## config.mk

```make
export PLATFORM = sky130hd
export DESIGN_NAME = bp_cce_mshr_file_flat
export DESIGN_NICKNAME = d
export VERILOG_FILES = /design/src/rtl/bp_cce_pkg.sv /design/src/rtl/bp_cce_mshr_file_if.sv /design/src/rtl/bp_cce_mshr_slot.sv /design/src/rtl/bp_cce_mshr_file.sv /design/src/flat_wrapper.sv
export SDC_FILE = /design/constraint.sdc
export NUM_CORES = 1
export LEC_CHECK = 0
export ABC_AREA = 0
export BUFFER_PORTS_ARGS = -buffer_cell sky130_fd_sc_hd__buf_2
export CORE_ASPECT_RATIO = 0.7
export CORE_MARGIN = 3
export CORE_UTILIZATION = 36
export DETAILED_ROUTE_END_ITERATION = 16
export GPL_ROUTABILITY_DRIVEN = 0
export HOLD_SLACK_MARGIN = 0.08
export PLACE_DENSITY = 0.63
export SLEW_MARGIN = 10
export SYNTH_ARGS = -nofsm -noshare
export SYNTH_HDL_FRONTEND = slang
export SYNTH_SLANG_ARGS = --single-unit
```

## constraint.sdc

```tcl
create_clock -name clk_i -period 5.15 [get_ports clk_i]
set_clock_uncertainty 0.2 [all_clocks]
set_input_delay 0.7725 -clock clk_i [delete_from_list [all_inputs] [get_ports clk_i]]
set_output_delay 0.7725 -clock clk_i [all_outputs]
set_load 0.005 [all_outputs]
```

## src/rtl/bp_cce_pkg.sv

```systemverilog
// CCE shared package: coherence states, MSHR slot struct macro and the
// bit positions of the microcode field-enable vector.

`ifndef BP_CCE_PKG_MACROS
`define BP_CCE_PKG_MACROS

`define DECLARE_BP_CCE_MSHR_SLOT_S(lce_id_width_mp, lce_assoc_mp, paddr_width_mp, num_flags_mp) \
   typedef struct packed {                                  \
      logic                              valid;             \
      logic [(lce_id_width_mp)-1:0]      lce_id;            \
      logic [(paddr_width_mp)-1:0]       paddr;             \
      logic [$clog2(lce_assoc_mp)-1:0]   way_id;            \
      logic [$clog2(lce_assoc_mp)-1:0]   lru_way_id;        \
      logic [(lce_id_width_mp)-1:0]      owner_lce_id;      \
      bp_cce_pkg::bp_coh_states_e        next_coh_state;    \
      logic [(num_flags_mp)-1:0]         flags;             \
   } bp_cce_mshr_slot_s

`define BP_CCE_MSHR_SLOT_WIDTH(lce_id_width_mp, lce_assoc_mp, paddr_width_mp, num_flags_mp) \
   (1 + 2*(lce_id_width_mp) + (paddr_width_mp) \
    + 2*$clog2(lce_assoc_mp) + bp_cce_pkg::coh_bits_lp + (num_flags_mp))

`endif

package bp_cce_pkg;

   localparam int coh_bits_lp = 3;

   typedef enum logic [2:0] {
      e_COH_I = 3'd0,
      e_COH_S = 3'd1,
      e_COH_E = 3'd2,
      e_COH_F = 3'd3,
      e_COH_M = 3'd4,
      e_COH_O = 3'd5
   } bp_coh_states_e;

   // field_w_v is {lce, paddr, way, lru_way, owner_lce, next_coh_state}
   localparam int e_mshr_fld_lce      = 5;
   localparam int e_mshr_fld_paddr    = 4;
   localparam int e_mshr_fld_way      = 3;
   localparam int e_mshr_fld_lru_way  = 2;
   localparam int e_mshr_fld_owner    = 1;
   localparam int e_mshr_fld_next_coh = 0;

endpackage

```

## src/rtl/bp_cce_mshr_file_if.sv

```systemverilog
// Allocate/free handshake bundle between the CCE and its MSHR file.
// master: CCE side (requests); slave: MSHR file (ready + chosen slot id).

interface bp_cce_mshr_file_if
   #(parameter int num_mshr_p     = 4,
     parameter int paddr_width_p  = 40,
     parameter int lce_id_width_p = 4);

   localparam int id_w_lp = $clog2(num_mshr_p);

   logic                      alloc_v;
   logic [paddr_width_p-1:0]  alloc_paddr;
   logic [lce_id_width_p-1:0] alloc_lce_id;
   logic                      alloc_ready;
   logic [id_w_lp-1:0]        alloc_id;
   logic                      free_v;
   logic [id_w_lp-1:0]        free_id;

   modport master (
      output alloc_v, alloc_paddr, alloc_lce_id, free_v, free_id,
      input  alloc_ready, alloc_id
   );

   modport slave (
      input  alloc_v, alloc_paddr, alloc_lce_id, free_v, free_id,
      output alloc_ready, alloc_id
   );

endinterface

```

## src/rtl/bp_cce_mshr_slot.sv

```systemverilog
// One MSHR slot: registers, alloc/free/microcode write muxing and the
// block-address compare. Ports: alloc/free/w strobes, write data, slot_o.

module bp_cce_mshr_slot
   import bp_cce_pkg::*;
   #(parameter int paddr_width_p  = 40,
     parameter int lce_id_width_p = 4,
     parameter int lce_assoc_p    = 8,
     parameter int num_flags_p    = 16,
     parameter int block_offset_p = 6,
     localparam int slot_w_lp =
        `BP_CCE_MSHR_SLOT_WIDTH(lce_id_width_p, lce_assoc_p, paddr_width_p, num_flags_p))
   (input  logic                      clk_i,
    input  logic                      reset_n_i,
    input  logic                      alloc_v_i,
    input  logic [paddr_width_p-1:0]  alloc_paddr_i,
    input  logic [lce_id_width_p-1:0] alloc_lce_id_i,
    input  logic                      free_v_i,
    input  logic                      w_v_i,
    input  logic [5:0]                field_w_v_i,
    input  logic [num_flags_p-1:0]    flag_w_mask_i,
    input  logic [num_flags_p-1:0]    flags_i,
    input  logic [paddr_width_p-1:0]  src_i,
    input  logic [paddr_width_p-1:0]  chk_paddr_i,
    output logic [slot_w_lp-1:0]      slot_o,
    output logic                      valid_o,
    output logic                      match_o);

   `DECLARE_BP_CCE_MSHR_SLOT_S(lce_id_width_p, lce_assoc_p, paddr_width_p, num_flags_p);

   localparam int way_w_lp = $clog2(lce_assoc_p);

   bp_cce_mshr_slot_s slot_q, slot_d;

   // Later assignments win: microcode, then free, then allocation.
   always_comb begin
      slot_d = slot_q;
      if (w_v_i) begin
         if (field_w_v_i[e_mshr_fld_lce])
            slot_d.lce_id = src_i[lce_id_width_p-1:0];
         if (field_w_v_i[e_mshr_fld_paddr])
            slot_d.paddr = src_i;
         if (field_w_v_i[e_mshr_fld_way])
            slot_d.way_id = src_i[way_w_lp-1:0];
         if (field_w_v_i[e_mshr_fld_lru_way])
            slot_d.lru_way_id = src_i[way_w_lp-1:0];
         if (field_w_v_i[e_mshr_fld_owner])
            slot_d.owner_lce_id = src_i[lce_id_width_p-1:0];
         if (field_w_v_i[e_mshr_fld_next_coh])
            slot_d.next_coh_state = bp_coh_states_e'(src_i[coh_bits_lp-1:0]);
         slot_d.flags = (slot_q.flags & ~flag_w_mask_i)
                      | (flags_i & flag_w_mask_i);
      end
      if (free_v_i)
         slot_d.valid = 1'b0;
      if (alloc_v_i) begin
         slot_d                = '0;
         slot_d.valid          = 1'b1;
         slot_d.paddr          = alloc_paddr_i;
         slot_d.lce_id         = alloc_lce_id_i;
         slot_d.next_coh_state = e_COH_I;
      end
   end

   always_ff @(posedge clk_i or negedge reset_n_i) begin
      if (!reset_n_i)
         slot_q <= '0;
      else
         slot_q <= slot_d;
   end

   assign slot_o  = slot_q;
   assign valid_o = slot_q.valid;
   assign match_o = slot_q.valid
      && (slot_q.paddr[paddr_width_p-1:block_offset_p]
          == chk_paddr_i[paddr_width_p-1:block_offset_p]);

   // Offset bits within a block never take part in the compare.
   logic unused_chk_lo;
   assign unused_chk_lo = ^chk_paddr_i[block_offset_p-1:0];

endmodule

```

## src/rtl/bp_cce_mshr_file.sv

```systemverilog
// Multi-entry MSHR file plus shared GPRs for the CCE. Ports: alloc/free
// bundle, microcode select/write, GPR write, slot/GPR readout, conflict check.

module bp_cce_mshr_file
   import bp_cce_pkg::*;
   #(parameter int num_mshr_p     = 4,
     parameter int paddr_width_p  = 40,
     parameter int lce_id_width_p = 4,
     parameter int lce_assoc_p    = 8,
     parameter int num_flags_p    = 16,
     parameter int num_gpr_p      = 8,
     parameter int gpr_width_p    = 64,
     parameter int block_offset_p = 6,
     localparam int id_w_lp = $clog2(num_mshr_p),
     localparam int slot_w_lp =
        `BP_CCE_MSHR_SLOT_WIDTH(lce_id_width_p, lce_assoc_p, paddr_width_p, num_flags_p))
   (input  logic                               clk_i,
    input  logic                               reset_n_i,
    input  logic                               stall_i,
    bp_cce_mshr_file_if.slave                  alloc_if,
    input  logic [id_w_lp-1:0]                 sel_id_i,
    input  logic [5:0]                         field_w_v_i,
    input  logic [num_flags_p-1:0]             flag_w_mask_i,
    input  logic [gpr_width_p-1:0]             src_i,
    input  logic [num_flags_p-1:0]             flags_i,
    input  logic [num_gpr_p-1:0]               gpr_w_mask_i,
    input  logic [gpr_width_p-1:0]             gpr_data_i,
    output logic [slot_w_lp-1:0]               sel_mshr_o,
    output logic [num_gpr_p*gpr_width_p-1:0]   gpr_o,
    output logic [num_mshr_p-1:0]              valid_o,
    input  logic [paddr_width_p-1:0]           chk_paddr_i,
    output logic                               conflict_o,
    output logic [id_w_lp-1:0]                 conflict_id_o);

   logic [slot_w_lp-1:0]  slot_r [num_mshr_p];
   logic [num_mshr_p-1:0] match;
   logic                  free_found;
   logic [id_w_lp-1:0]    free_id;
   logic                  alloc_go;

   // Search uses pre-free valids, so a slot freed this cycle is not reused.
   always_comb begin
      free_found = 1'b0;
      free_id    = '0;
      for (int i = num_mshr_p-1; i >= 0; i--) begin
         if (!valid_o[i]) begin
            free_found = 1'b1;
            free_id    = id_w_lp'(i);
         end
      end
   end

   assign alloc_if.alloc_ready = free_found & ~stall_i;
   assign alloc_if.alloc_id    = free_id;
   assign alloc_go = alloc_if.alloc_v & alloc_if.alloc_ready;

   for (genvar g = 0; g < num_mshr_p; g++) begin : g_slot
      bp_cce_mshr_slot #(
         .paddr_width_p  (paddr_width_p),
         .lce_id_width_p (lce_id_width_p),
         .lce_assoc_p    (lce_assoc_p),
         .num_flags_p    (num_flags_p),
         .block_offset_p (block_offset_p)
      ) slot (
         .clk_i          (clk_i),
         .reset_n_i      (reset_n_i),
         .alloc_v_i      (alloc_go && (free_id == id_w_lp'(g))),
         .alloc_paddr_i  (alloc_if.alloc_paddr),
         .alloc_lce_id_i (alloc_if.alloc_lce_id),
         .free_v_i       (alloc_if.free_v
                          && (alloc_if.free_id == id_w_lp'(g))),
         .w_v_i          (~stall_i && (sel_id_i == id_w_lp'(g))),
         .field_w_v_i    (field_w_v_i),
         .flag_w_mask_i  (flag_w_mask_i),
         .flags_i        (flags_i),
         .src_i          (src_i[paddr_width_p-1:0]),
         .chk_paddr_i    (chk_paddr_i),
         .slot_o         (slot_r[g]),
         .valid_o        (valid_o[g]),
         .match_o        (match[g])
      );
   end

   assign sel_mshr_o = slot_r[sel_id_i];

   always_comb begin
      conflict_o    = 1'b0;
      conflict_id_o = '0;
      for (int i = num_mshr_p-1; i >= 0; i--) begin
         if (match[i]) begin
            conflict_o    = 1'b1;
            conflict_id_o = id_w_lp'(i);
         end
      end
   end

   logic [num_gpr_p-1:0][gpr_width_p-1:0] gpr_q, gpr_d;

   always_comb begin
      gpr_d = gpr_q;
      if (!stall_i) begin
         for (int i = 0; i < num_gpr_p; i++) begin
            if (gpr_w_mask_i[i])
               gpr_d[i] = gpr_data_i;
         end
      end
   end

   always_ff @(posedge clk_i or negedge reset_n_i) begin
      if (!reset_n_i)
         gpr_q <= '0;
      else
         gpr_q <= gpr_d;
   end

   assign gpr_o = gpr_q;

   // Fields only need the low paddr_width_p bits of the write data.
   if (gpr_width_p > paddr_width_p) begin : g_src_hi
      logic unused_src_hi;
      assign unused_src_hi = ^src_i[gpr_width_p-1:paddr_width_p];
   end

endmodule
```

## src/flat_wrapper.sv

```systemverilog
// flat-port wrapper written by rule: the top's interface ports become plain ports
module bp_cce_mshr_file_flat import bp_cce_pkg::*;
#(parameter int num_mshr_p     = 4,
     parameter int paddr_width_p  = 40,
     parameter int lce_id_width_p = 4,
     parameter int lce_assoc_p    = 8,
     parameter int num_flags_p    = 16,
     parameter int num_gpr_p      = 8,
     parameter int gpr_width_p    = 64,
     parameter int block_offset_p = 6,
     localparam int id_w_lp = $clog2(num_mshr_p),
     localparam int slot_w_lp =
        `BP_CCE_MSHR_SLOT_WIDTH(lce_id_width_p, lce_assoc_p, paddr_width_p, num_flags_p))
  (clk_i, reset_n_i, stall_i, sel_id_i, field_w_v_i, flag_w_mask_i, src_i, flags_i, gpr_w_mask_i, gpr_data_i, sel_mshr_o, gpr_o, valid_o, chk_paddr_i, conflict_o, conflict_id_o, alloc_if_alloc_v, alloc_if_alloc_paddr, alloc_if_alloc_lce_id, alloc_if_free_v, alloc_if_free_id, alloc_if_alloc_ready, alloc_if_alloc_id);
  bp_cce_mshr_file_if #(.num_mshr_p(num_mshr_p), .paddr_width_p(paddr_width_p), .lce_id_width_p(lce_id_width_p)) alloc_if_i ();
  input  logic clk_i;
  input  logic reset_n_i;
  input  logic stall_i;
  input  logic [id_w_lp-1:0] sel_id_i;
  input  logic [5:0] field_w_v_i;
  input  logic [num_flags_p-1:0] flag_w_mask_i;
  input  logic [gpr_width_p-1:0] src_i;
  input  logic [num_flags_p-1:0] flags_i;
  input  logic [num_gpr_p-1:0] gpr_w_mask_i;
  input  logic [gpr_width_p-1:0] gpr_data_i;
  output logic [slot_w_lp-1:0] sel_mshr_o;
  output logic [num_gpr_p*gpr_width_p-1:0] gpr_o;
  output logic [num_mshr_p-1:0] valid_o;
  input  logic [paddr_width_p-1:0] chk_paddr_i;
  output logic conflict_o;
  output logic [id_w_lp-1:0] conflict_id_o;
  input wire logic [$bits(alloc_if_i.alloc_v)-1:0] alloc_if_alloc_v;
  input wire logic [$bits(alloc_if_i.alloc_paddr)-1:0] alloc_if_alloc_paddr;
  input wire logic [$bits(alloc_if_i.alloc_lce_id)-1:0] alloc_if_alloc_lce_id;
  input wire logic [$bits(alloc_if_i.free_v)-1:0] alloc_if_free_v;
  input wire logic [$bits(alloc_if_i.free_id)-1:0] alloc_if_free_id;
  output wire logic [$bits(alloc_if_i.alloc_ready)-1:0] alloc_if_alloc_ready;
  output wire logic [$bits(alloc_if_i.alloc_id)-1:0] alloc_if_alloc_id;
  assign alloc_if_i.alloc_v = alloc_if_alloc_v;
  assign alloc_if_i.alloc_paddr = alloc_if_alloc_paddr;
  assign alloc_if_i.alloc_lce_id = alloc_if_alloc_lce_id;
  assign alloc_if_i.free_v = alloc_if_free_v;
  assign alloc_if_i.free_id = alloc_if_free_id;
  assign alloc_if_alloc_ready = alloc_if_i.alloc_ready;
  assign alloc_if_alloc_id = alloc_if_i.alloc_id;
  bp_cce_mshr_file #(.num_mshr_p(num_mshr_p), .paddr_width_p(paddr_width_p), .lce_id_width_p(lce_id_width_p), .lce_assoc_p(lce_assoc_p), .num_flags_p(num_flags_p), .num_gpr_p(num_gpr_p), .gpr_width_p(gpr_width_p), .block_offset_p(block_offset_p)) u_core (.clk_i(clk_i), .reset_n_i(reset_n_i), .stall_i(stall_i), .alloc_if(alloc_if_i), .sel_id_i(sel_id_i), .field_w_v_i(field_w_v_i), .flag_w_mask_i(flag_w_mask_i), .src_i(src_i), .flags_i(flags_i), .gpr_w_mask_i(gpr_w_mask_i), .gpr_data_i(gpr_data_i), .sel_mshr_o(sel_mshr_o), .gpr_o(gpr_o), .valid_o(valid_o), .chk_paddr_i(chk_paddr_i), .conflict_o(conflict_o), .conflict_id_o(conflict_id_o));
endmodule
```

# Word level (Yosys, flattened, before mapping)
# Cells that the tools add are included.
[op_classes] n_lt_le_gt_ge=1 n_eq_ne=13 muxes=37 n_bitwise=14 reduce_logical=83
[op_table] operator="$mux W74" n=6
[op_table] operator="$mux W73" n=4
[op_table] operator="$bmux W74 S2" n=1
[op_table] operator="$eq A34 B34 Y1" n=4
[op_table] operator="$and A16 B16 Y16" n=5
[op_table] operator="$or A16 B16 Y16" n=4
[op_table] operator="$reduce_and A2 Y1" n=32
[op_table] operator="$reduce_bool A2 Y1" n=32
[op_table] operator="$mux W40" n=1
[op_table] operator="$logic_and A1 B1 Y1" n=16
[op_table] operator="$mux W2" n=8
[op_table] operator="$not A16 Y16" n=1
[op_table] operator="$eq A2 B2 Y1 const B" n=6
[op_table] operator="$mux W1" n=12
[op_table] operator="$mux W3" n=3
[op_table] operator="$mux W4" n=2
[op_table] operator="$eq A2 B1 Y1 const B" n=3
[op_table] operator="$logic_not A2 Y1" n=3
[op_table] operator="$ge A3 B3 Y1 const B" n=1
[op_table] operator="$not A2 Y3" n=1
[op_table] operator="$and A1 B1 Y1" n=2
[op_table] operator="$not A1 Y1" n=1
[word_totals] reg_bits=808 output_inout_bits=596

# Depth between registers and ports, before layout
[logic_depth] ltp_word=9 depth_mapped=7 depth_no_buf=6

# By module
# A second synthesis with hierarchy kept.
[hier_totals] cells_unflattened=2755 area_unflattened_um2=36635.1
[modules_own_cells] mod="bp_cce_mshr_file" n_inst=1 cells_per_inst=1207 area_per_inst_um2=21991.1
[modules_own_cells] mod="bp_cce_mshr_slot" n_inst=4 cells_per_inst=387 area_per_inst_um2=3661.0

# Least setup slack after synthesis
# OpenSTA, ideal clock, no wires.
[synth_path] path_kind="in2out" start="input port sel_id_i[0]" end="output port sel_mshr_o[14]" arrival_ns=1.996 required_ns=4.178 slack_ns=2.181 stages=4 cell_sequence="buf_2 buf_2 buf_2 mux4_2"
[synth_via] elab_chain_cells=4
[synth_lines] element="from (decl)" line="flat_wrapper.sv:19" text="input logic [id_w_lp-1:0] sel_id_i;"
[synth_lines] element="$not A2 Y3 (implied by the code)" line="bp_cce_mshr_file.sv:84" text="assign sel_mshr_o = slot_r[sel_id_i];"
[synth_lines] element="$bmux W74 S2" line="bp_cce_mshr_file.sv:84"
[synth_lines] element="$mux W74 (implied by the code) (2 in series)" line="bp_cce_mshr_file.sv:84"
[synth_lines] element="to (decl)" line="flat_wrapper.sv:26" text="output logic [slot_w_lp-1:0] sel_mshr_o;"
# No other way between the ends. The select of a mux whose other input is x is not followed.

# Worst setup path in the final report
[layout_path] start="register u_core.g_slot[3].slot.slot_q (netlist bit u_core.g_slot[3].slot.slot_o[66])" end="output port conflict_id_o[0]"
[layout_via] elab_chain_cells=6
[layout_lines] element="from (decl)" line="bp_cce_mshr_slot.sv:33" text="bp_cce_mshr_slot_s slot_q, slot_d;"
[layout_lines] element="from (signal assigned)" line="bp_cce_mshr_slot.sv:69" text="slot_q <= slot_d;"
[layout_lines] element="$eq A34 B34 Y1" line="bp_cce_mshr_slot.sv:76" text="== chk_paddr_i[paddr_width_p-1:block_offset_p]);"
[layout_lines] element="$logic_and A1 B1 Y1" line="bp_cce_mshr_slot.sv:75" text="&& (slot_q.paddr[paddr_width_p-1:block_offset_p]"
[layout_lines] element="$mux W2 (4 in series)" line="bp_cce_mshr_file.sv:90" text="if (match[i]) begin"
[layout_lines] element="to (decl)" line="flat_wrapper.sv:31" text="output logic [id_w_lp-1:0] conflict_id_o;"
# No other way between the ends.

==> results.md <==
* Distinct cells, synth at 33
* Vias in the first global route at 25,700
* Mapped cell area at 35,700 sq um
* #FFs+latches synth at between 800 and 900
* Ratio of cells with drive above 1 in the final layout at 0.449
* MaxCap Viol Count at 0
* Finish-stage setup viols at 0
* Row cnt at 96
* Register area share after synthesis at 0.566
* Remaining Overflow, GRT at 0
* Htree depth at 3
* Synth async-reset ratio at 1.00
* F_max at 0.264 GHz
* Yosys warnings at 0
* IO Count at 863
* CTS tree: yes
* Final period util at 0.737
* Crit path launch type: register
* Unrepaired setup endpoints after global routing: false
* Post-layout min period at 3.79 ns
* Most frequent cell after synthesis: dfrtp_1
* Die area at between 100,000 and 150,000 sq um
* Clk buf depth at 3
* Clk root buf: clkbuf_16
* Measured slew at the worst slew-check pin at between 1 and 1.5 ns
* Avg Cell Area, Syn at 12.7 sq um
* CP bufs+invs at 1
* Leak at 0.0196 uW
* Port bufs at 832
* Initial core utilization at 0.364
* Hold WC Path Type: in -> reg
* Sink Count at 808
* PnR Total Power at 20,300 uW
* Avg WL per Cell at 25.3 microns
* WL final at ~130,000 microns
* Design area at 44,100 sq um
* TNS Setup at 0 ns
* Initial antenna violation count at 18
* CTS buffer count at 84
* Post-synth EDFFs at 0
* P&R area growth vs syn at 23.3%
* CTS clk-pin slew, worst paths at around 0.06 ns
* Worst-Skew Late Latency at 0.67 ns
* Via count at 26,000
* Storage cell area at around 20,000 sq um
* Core area at 98,300 sq um
* Remaining DRCs at 0
* Multi-input gate area at ~15,000 sq um
* Vias per cell at 5.24
* CP cell instances: xnor2_1, nand4_1, nor4_1, nand3_1, nand2b_1, a21boi_1, buf_2
* Largest stage delay, worst path at 0.49 ns
* First-pass GRT wire length at 183,000 microns
* Fin cells at 4,956
* Die Span Y at 270 microns
* Synth top area cells: dfrtp_1, mux2_2, mux2i_1
* Cell taking the most area after synthesis: dfrtp_1
* Total track usage at 0.237
* Slew HR at 0.307
* CP top delay family: simple AND/OR/NAND/NOR gates
* Synth top area share at 0.566
* Main flop type after synthesis: dfrtp_1
* DR pass1 iterations at 7
* Mapped Nets at around 3,100
* Cells after Synth at 2,811
* DP HPWL at approximately 90,000 microns
* Outcome: completed
* CP endpoint kind: output pin
* Final hold violation count at 0
* WP data required at 4.18 ns
* Nets at 3,818
* Drt first-iter violations at ~2,100
* Crit path max fanout at 3
* DP Area at roughly 40,000 sq um
* Final Core Density at 0.449
* Largest net degree at the start of global routing at 131
* DIE WIDTH at 383 microns
* Crit path kind: reg -> out
* CTS resizes at 0
* CP max-delay cell: xnor2_1
* CP arrival at 2.82 ns
* Pwr dens at 460 nW/um^2
* Max-slew violations at 0
* Placed Cells at around 4,800
* Top cells by count, synth: dfrtp_1, mux2_2, nand2_1, mux2i_1, xnor2_1
* VDD IR-drop max at ~0.27 mV
* Filler instances at slightly above 9,000
* DRT antenna net count at 0
==> cell families after synthesis <==
family / after synthesis / synth area share
multiplexers: 762 / 0.257
flip-flops: 808 / 0.566
buffers and inverters: 232 / 0.0308
XOR/XNOR: 136 / 0.0333
AND/OR/NAND/NOR: 572 / 0.0702
AO/OA/AOI/OAI: 301 / 0.0426
==> layer usage <==
| layer | vias up | wire length, microns | track usage |
|---|---|---|---|
| met5 | - | 13 | 0 |
| met4 | 2 | 4430 | 0.0787 |
| met3 | 198 | 12100 | 0.0817 |
| met2 | 1074 | 56700 | 0.360 |
| met1 | 13400 | 52000 | 0.319 |
| li1 | 11300 | - | - |
==> state kept, by name, indices dropped and copies added (netlist names) <==
| name | cells |
|---|---|
| u_core.gpr_o | 512 |
| u_core.g_slot.slot.slot_o | 292 |
| u_core.g_slot.slot.valid_o | 4 |
==> area by class of cell <==
| type | instances | share of cell area |
|---|---|---|
| Antenna cell | 14 | 0.000795 |
| Clock buffer | 123 | 0.0551 |
| Clock inverter | 31 | 0.0113 |
| Multi-Input combinational cell | 1771 | 0.329 |
| Sequential cell | 808 | 0.459 |
| Tap cell | 1323 | 0.0376 |
| Timing Repair Buffer | 886 | 0.107 |
==> stage by stage <==
step           hold WS [ns]  setup slack (ns)
5_1_grt               0.111              1.31
6_report              0.158              1.36
3_5_place_dp          0.287              1.52
4_1_cts              0.0925              1.44
2_1_floorplan         0.277              2.18
3_3_place_gp          0.283              1.53
==> final timing paths <==
check / from / endpoint / slack, ns / depth (start not counted)
setup / recovery: u_core.g_slot[3].slot.slot_o[66] / conflict_id_o[0] / 1.36 / 7
hold / removal: alloc_if_alloc_paddr[1] / u_core.g_slot[0].slot.slot_o[30] / 0.16 / 3
setup reg to reg: u_core.g_slot[0].slot.valid_o / u_core.g_slot[2].slot.slot_o[40] / 2.52 / 4
hold reg to reg: u_core.gpr_o[325] / u_core.gpr_o[325] / 0.30 / 1
max in group asynchronous: reset_n_i / u_core.gpr_o[404] / 2.84 / 3
min in group asynchronous: reset_n_i / u_core.g_slot[0].slot.slot_o[34] / 0.50 / 2
==> worst reg2reg max path: stages (launching register included) <==
cell,delay (ns)
dfrtp_1,0.71
nand3_1,0.31
nor2_4,0.57
buf_4,0.49
o21ai_0,0.20
==> layout by cell type, fill, tap and decap left out, types with 14 or more instances in the layout <==
master     netlist  routed
mux2_2         512     512
nand4_1         33      33
clkbuf_8         0      18
dfrtp_1        808     808
buf_2           88     829
clkbuf_1       107      21
mux4_2          74      74
nand3_1        122     122
xnor2_1        124     124
clkbuf_16        0      84
o21ai_0        113     113
diode_2          0      14
a21oi_1        118     118
o21ai_1         64      64
buf_4            8      43
nand2_1        379     379
mux2i_1        176     176
==> repair_timing <==
item,4_1_cts,5_1_grt
hold buffers,1,0
buffers inserted,0,0
hold endpoints to repair,77,0
==> report_power, final <==
| group | leakage (uW) | internal, uW | switching, uW |
|---|---|---|---|
| Clock | 0.00142 | 3680 | 2740 |
| Sequential | 0.00972 | 7820 | 1140 |
| Combinational | 0.00845 | 2360 | 2550 |
| Total | 0.0196 | 13900 | 6430 |
Note: power is estimated with default switching activity, not from simulation.
